File: src/rtl/uart_rx_fifo_feeder.sv
// uart_rx_fifo_feeder: UART receiver that writes each good byte straight into a byte FIFO.
// Mid-bit sampling with a clocks-per-bit counter; 2-flop synchroniser on the serial line.
// Optional parity checking is enabled by defining UART_RX_PARITY_EN.
module uart_rx_fifo_feeder #(
    parameter int unsigned CLKS_PER_BIT = 868,
    parameter int unsigned W            = 8
`ifdef UART_RX_PARITY_EN
    ,
    parameter bit          ODD_PARITY   = 1'b0
`endif
) (
    input  logic         clk,
    input  logic         i_reset,
    input  logic         i_rx,
    input  logic         i_full,
    output logic         o_wr,
    output logic [W-1:0] o_data,
    output logic         o_frame_err,
`ifdef UART_RX_PARITY_EN
    output logic         o_parity_err,
`endif
    output logic         o_overrun
);

    localparam int unsigned CNT_W = $clog2(CLKS_PER_BIT);
    localparam int unsigned IDX_W = $clog2(W + 1);
    localparam logic [CNT_W-1:0] HALF_CNT = CNT_W'((CLKS_PER_BIT - 1) / 2);
    localparam logic [CNT_W-1:0] FULL_CNT = CNT_W'(CLKS_PER_BIT - 1);
    localparam logic [IDX_W-1:0] LAST_IDX = IDX_W'(W - 1);

    typedef enum logic [2:0] {
        ST_IDLE,
        ST_START,
        ST_DATA,
`ifdef UART_RX_PARITY_EN
        ST_PARITY,
`endif
        ST_STOP,
        ST_WAIT_HIGH
    } state_t;

    logic           r_rx_meta;
    logic           r_rx_s;
    state_t         r_state;
    state_t         w_state_nxt;
    logic [CNT_W-1:0] r_cnt;
    logic [CNT_W-1:0] w_cnt_nxt;
    logic [IDX_W-1:0] r_idx;
    logic [IDX_W-1:0] w_idx_nxt;
    logic [W-1:0]   r_shift;
    logic [W-1:0]   w_shift_nxt;
    logic           r_wr;
    logic           w_wr_nxt;
    logic [W-1:0]   r_data;
    logic [W-1:0]   w_data_nxt;
    logic           r_frame_err;
    logic           w_frame_err_nxt;
    logic           r_overrun;
    logic           w_overrun_nxt;
`ifdef UART_RX_PARITY_EN
    logic           r_par;
    logic           w_par_nxt;
    logic           r_parity_err;
    logic           w_parity_err_nxt;
    logic           w_par_bad;

    // Received data plus parity bit must have the configured ones-count parity.
    assign w_par_bad = (^{r_shift, r_par}) ^ ODD_PARITY;
`endif

    // Two-flop synchroniser; idles high so reset never looks like a start bit.
    always_ff @(posedge clk) begin
        if (i_reset) begin
            r_rx_meta <= 1'b1;
            r_rx_s    <= 1'b1;
        end else begin
            r_rx_meta <= i_rx;
            r_rx_s    <= r_rx_meta;
        end
    end

    // Next-state, counter, shift register and output-pulse logic.
    always_comb begin
        w_state_nxt     = r_state;
        w_cnt_nxt       = r_cnt;
        w_idx_nxt       = r_idx;
        w_shift_nxt     = r_shift;
        w_data_nxt      = r_data;
        w_wr_nxt        = 1'b0;
        w_frame_err_nxt = 1'b0;
        w_overrun_nxt   = 1'b0;
`ifdef UART_RX_PARITY_EN
        w_par_nxt        = r_par;
        w_parity_err_nxt = 1'b0;
`endif
        case (r_state)
            ST_IDLE: begin
                if (!r_rx_s) begin
                    w_state_nxt = ST_START;
                    w_cnt_nxt   = '0;
                end
            end
            ST_START: begin
                if (r_cnt == HALF_CNT) begin
                    w_cnt_nxt = '0;
                    if (r_rx_s) begin
                        w_state_nxt = ST_IDLE;
                    end else begin
                        w_state_nxt = ST_DATA;
                        w_idx_nxt   = '0;
                    end
                end else begin
                    w_cnt_nxt = r_cnt + CNT_W'(1);
                end
            end
            ST_DATA: begin
                if (r_cnt == FULL_CNT) begin
                    w_cnt_nxt   = '0;
                    w_shift_nxt = {r_rx_s, r_shift[W-1:1]};
                    w_idx_nxt   = r_idx + IDX_W'(1);
                    if (r_idx == LAST_IDX) begin
`ifdef UART_RX_PARITY_EN
                        w_state_nxt = ST_PARITY;
`else
                        w_state_nxt = ST_STOP;
`endif
                    end
                end else begin
                    w_cnt_nxt = r_cnt + CNT_W'(1);
                end
            end
`ifdef UART_RX_PARITY_EN
            ST_PARITY: begin
                if (r_cnt == FULL_CNT) begin
                    w_cnt_nxt   = '0;
                    w_par_nxt   = r_rx_s;
                    w_state_nxt = ST_STOP;
                end else begin
                    w_cnt_nxt = r_cnt + CNT_W'(1);
                end
            end
`endif
            ST_STOP: begin
                if (r_cnt == FULL_CNT) begin
                    w_cnt_nxt = '0;
                    if (!r_rx_s) begin
                        w_frame_err_nxt = 1'b1;
                        w_state_nxt     = ST_WAIT_HIGH;
                    end else begin
                        // Back to IDLE at mid-stop so a back-to-back start edge is caught.
                        w_state_nxt = ST_IDLE;
`ifdef UART_RX_PARITY_EN
                        if (w_par_bad) begin
                            w_parity_err_nxt = 1'b1;
                        end else
`endif
                        if (i_full) begin
                            w_overrun_nxt = 1'b1;
                        end else begin
                            w_wr_nxt   = 1'b1;
                            w_data_nxt = r_shift;
                        end
                    end
                end else begin
                    w_cnt_nxt = r_cnt + CNT_W'(1);
                end
            end
            ST_WAIT_HIGH: begin
                if (r_rx_s) begin
                    w_state_nxt = ST_IDLE;
                end
            end
            default: begin
                w_state_nxt = ST_IDLE;
            end
        endcase
    end

    // State, datapath and registered output pulses.
    always_ff @(posedge clk) begin
        if (i_reset) begin
            r_state     <= ST_IDLE;
            r_cnt       <= '0;
            r_idx       <= '0;
            r_shift     <= '0;
            r_wr        <= 1'b0;
            r_data      <= '0;
            r_frame_err <= 1'b0;
            r_overrun   <= 1'b0;
`ifdef UART_RX_PARITY_EN
            r_par        <= 1'b0;
            r_parity_err <= 1'b0;
`endif
        end else begin
            r_state     <= w_state_nxt;
            r_cnt       <= w_cnt_nxt;
            r_idx       <= w_idx_nxt;
            r_shift     <= w_shift_nxt;
            r_wr        <= w_wr_nxt;
            r_data      <= w_data_nxt;
            r_frame_err <= w_frame_err_nxt;
            r_overrun   <= w_overrun_nxt;
`ifdef UART_RX_PARITY_EN
            r_par        <= w_par_nxt;
            r_parity_err <= w_parity_err_nxt;
`endif
        end
    end

    assign o_wr        = r_wr;
    assign o_data      = r_data;
    assign o_frame_err = r_frame_err;
    assign o_overrun   = r_overrun;
`ifdef UART_RX_PARITY_EN
    assign o_parity_err = r_parity_err;
`endif

endmodule

File: config.mk
export PLATFORM = sky130hd
export DESIGN_NAME = uart_rx_fifo_feeder
export DESIGN_NICKNAME = d
export VERILOG_FILES = /design/src/rtl/uart_rx_fifo_feeder.sv
export SDC_FILE = /design/constraint.sdc
export NUM_CORES = 1
export LEC_CHECK = 0
export ABC_AREA = 1
export BUFFER_PORTS_ARGS = -buffer_cell sky130_fd_sc_hd__buf_2
export CAP_MARGIN = 20
export CORE_ASPECT_RATIO = 1.1
export CORE_MARGIN = 2
export CORE_UTILIZATION = 45
export CTS_CLUSTER_DIAMETER = 150
export CTS_CLUSTER_SIZE = 16
export DETAILED_ROUTE_END_ITERATION = 16
export PLACE_DENSITY_LB_ADDON = 0.05
export SLEW_MARGIN = 0
export SYNTH_ARGS = -nofsm -noshare
export SYNTH_HDL_FRONTEND = slang
export SYNTH_SLANG_ARGS = --single-unit
File: constraint.sdc
create_clock -name clk -period 2.7 [get_ports clk]
set_clock_uncertainty 0.15 [all_clocks]
set_input_delay 0 -clock clk [delete_from_list [all_inputs] [get_ports clk]]
set_output_delay 0 -clock clk [all_outputs]
set_load 0.005 [all_outputs]
==> metrics.md <==
| Metric | Value |
|---|---|
| Synth top area share | 0.411 |
| CTS tree | built |
| Largest net degree at the start of global routing | 26 |
| Overflow after GRT | 0 |
| Global-route wire length before repair | 6.58 mm |
| Setup TNS Final | 0 ns |
| Multi-input gate area | 882 µm² |
| Min-Delay Path Class | input port to flop |
| Top cell type by total area after synthesis | dfxtp_1 |
| Ys Warns | 0 |
| Setup Viol. Count Final | 0 |
| RSZ-0062 raised after global routing | no |
| Critical Path Fanout Max | 17 |
| Pre-antenna DRT Iters | 4 |
| Core area | 0.00396 mm² |
| Wire per inst | 10.8 µm |
| Placed inst area | 0.00195 mm² |
| Register-to-Register Path Depth | 9 |
| Chip Height | 71.3 µm |
| PostCTS Resize Cnt | 0 |
| Fin crit share | 0.758 |
| Total track usage | 0.181 |
| H-tree Lvls | 2 |
| Req. time, crit path | 2.77 ns |
| Switching power | 0.000605 W |
| Total CTS buffers | 5 |
| Hold buffer count at CTS | 2 |
| Synth cell types | 27 |
| Ranking of synthesized cells by area | dfxtp_1, nand2_1, nor2_1, inv_1, nand3_1 |
| Synth cell count leaders | nand2_1, nor2_1, inv_1, dfxtp_1, nand3_1 |
| Max Slew Vio Count | 0 |
| Worst-margin pin slew | 0.488 ns |
| Vias | 1,647 |
| Prevailing post-synth register cell | dfxtp_1 |
| Number of core rows | 24 |
| Clock Power Share | 0.294 |
| Max Cap Viol | 0 |
| Final Critical Period | 2.05 ns |
| CP arrival | 2.12 ns |
| Routed Wire Length | 3.77 mm |
| Worst VDD drop | 0.615 mV |
| Worst setup SP type | flop |
| Sequential fraction of the synthesis area | 0.411 |
| Starting DRC count in detailed routing | 82 |
| CP Class | flop to flop |
| Fmax | 488 MHz |
| FF+latch count, synth | 38 |
| WHS Path Cells | 2 |
| I/O Buffers | 14 |
| Vias per inst | 4.73 |
| Synthesized area per cell | 6.59 µm² |
| Storage cell area | 761 µm² |
| CTS root buf | clkbuf_8 |
| Top-count cell post-synth | nand2_1 |
| Leak | 1.05 nW |
| Final net count | 303 |
| Antenna viol nets, final | 0 |
| Initial antenna violation count | 0 |
| PD cells | 798 mW/mm² |
| Int Power | 0.00105 W |
| Critical Path Sink Type | flop |
| Clk_lat worst skew | 0.28 ns |
| Clock sinks | 38 |
| Synth Net Count | 288 |
| Post-route cell area | 0.00208 mm² |
| Initial Util | 0.467 |
| Die X | 65.2 µm |
| Clk slew on worst S/H paths | 0.07 ns |
| Switching share of power | 0.364 |
| Filler cells | 410 |
| Total Die Area | 0.00465 mm² |
| Synth Instances | 281 |
| Post-CTS Setup Bufs | 0 |
| FFs w/ async S/R, synth | 0 |
| Final Hold Viols | 0 |
| Layout cells sized above 1 | 0.108 |
| Status | finished, final reports clean |
| Number of synthesized flops with an enable pin | 0 |
| Combinational Power Share | 0.321 |
| Syn Std Cell Area | 0.00185 mm² |
| Area grow syn2layout | 12.2% |
| Final RePlAce weighted congestion | 0.874 |
| Antenna Cells | 0 |
| Post-DP HPWL | 2.69 mm |
| Io pins | 15 |
| Vias in the first global route | 1,467 |
| Relative slew slack | 0.675 |
| Longest Clk Path Bufs | 2 |
| Sequential Power Share | 0.385 |
| DRC | 0 |
## cell families (layout without fill, tap and decap cells)
logic type / after synthesis / in the layout / synth area share
simple gates: 161 / 161 / 0.376
buf+inv: 52 / 67 / 0.113
flops: 38 / 38 / 0.411
compound gates: 26 / 26 / 0.0750
fa+ha+maj: 3 / 3 / 0.0203
xor+xnor: 1 / 1 / 0.00473
## placed cells by master, fill, tap and decap left out
cell | netlist | routed
nor2_2 | 1 | 1
nand4_1 | 1 | 1
ha_1 | 3 | 3
nor3_1 | 2 | 2
o21ai_0 | 4 | 4
bufinv_16 | 0 | 1
nor3_2 | 1 | 1
nor4_1 | 1 | 1
dfxtp_1 | 38 | 38
o211ai_1 | 1 | 1
inv_1 | 43 | 43
o21a_1 | 1 | 1
nor2_1 | 44 | 44
buf_2 | 3 | 14
nand3_2 | 1 | 1
clkbuf_8 | 0 | 6
a21oi_2 | 1 | 1
or2_2 | 2 | 2
dlygate4sd3_1 | 0 | 2
nor3b_1 | 1 | 1
nand2_2 | 2 | 2
buf_4 | 1 | 1
a21oi_1 | 19 | 19
xor2_1 | 1 | 1
nor3_4 | 1 | 1
nand4_4 | 1 | 1
nand2_1 | 82 | 82
nand3_1 | 21 | 21
## power groups by stage
stage / Combinational, W / Sequential (W) / Clock, W
5_1_grt: 0.000620 / 0.000645 / 0.000526
3_3_place_gp: 0.000531 / 0.000651 / 0
3_5_place_dp: 0.000532 / 0.000652 / 0
2_1_floorplan: 0.000431 / 0.000643 / 0
4_1_cts: 0.000535 / 0.000640 / 0.000506
6_report: 0.000532 / 0.000640 / 0.000487
## metrics by stage
stage          setup WS (ns)  hold slack, ns  std cells  utilization  power (W)
2_1_floorplan           1.09         -0.0462        281            -    0.00107
3_3_place_gp           0.763          0.0331        339        0.491    0.00118
3_5_place_dp           0.619          0.0366        339        0.491    0.00118
4_1_cts                0.602         0.00136        348        0.525    0.00168
5_1_grt                0.396          0.0222        348        0.525    0.00179
6_report               0.652          0.0156        348        0.525    0.00166
## final cells by class
class / count / area share
multi-input cells: 191 / 0.424
clock inverters: 1 / 0.0144
well taps: 52 / 0.0313
inverters: 43 / 0.0776
repair buffers: 17 / 0.0469
flip-flops and latches: 38 / 0.366
clock buffers: 6 / 0.0397
## layer usage
metal,GRT usage,part of all wire
met1,0.241,0.51
met2,0.283,0.44
met3,0.0424,0.035
met4,0.0764,0.015
met5,0,0
## path summary, 6_finish.rpt
kind	startpoint	to	slack (ns)
max	r_cnt[0]	o_data[7]	0.65
min	i_reset	o_wr	0.02
max reg2reg	r_cnt[0]	o_data[7]	0.65
min reg2reg	r_rx_meta	r_rx_s	0.26
## flip-flops by register name, indices dropped and copies added (netlist names)
| name | flops |
|---|---|
| r_rx_s | 1 |
| o_data | 8 |
| r_state | 3 |
| r_rx_meta | 1 |
| r_idx | 4 |
| r_cnt | 10 |
| r_shift | 8 |
| o_wr | 1 |
| o_frame_err | 1 |
| o_overrun | 1 |
## worst max-delay path, cell delays in order (launching register included)
cell	delay, ns
dfxtp_1	0.40
ha_1	0.22
nand3_1	0.08
nor2_1	0.09
nand2_1	0.12
inv_1	0.34
nand4_4	0.30
nand2_1	0.13
nand2_1	0.05
nor2_1	0.10
(Power assumes the default switching activity.)
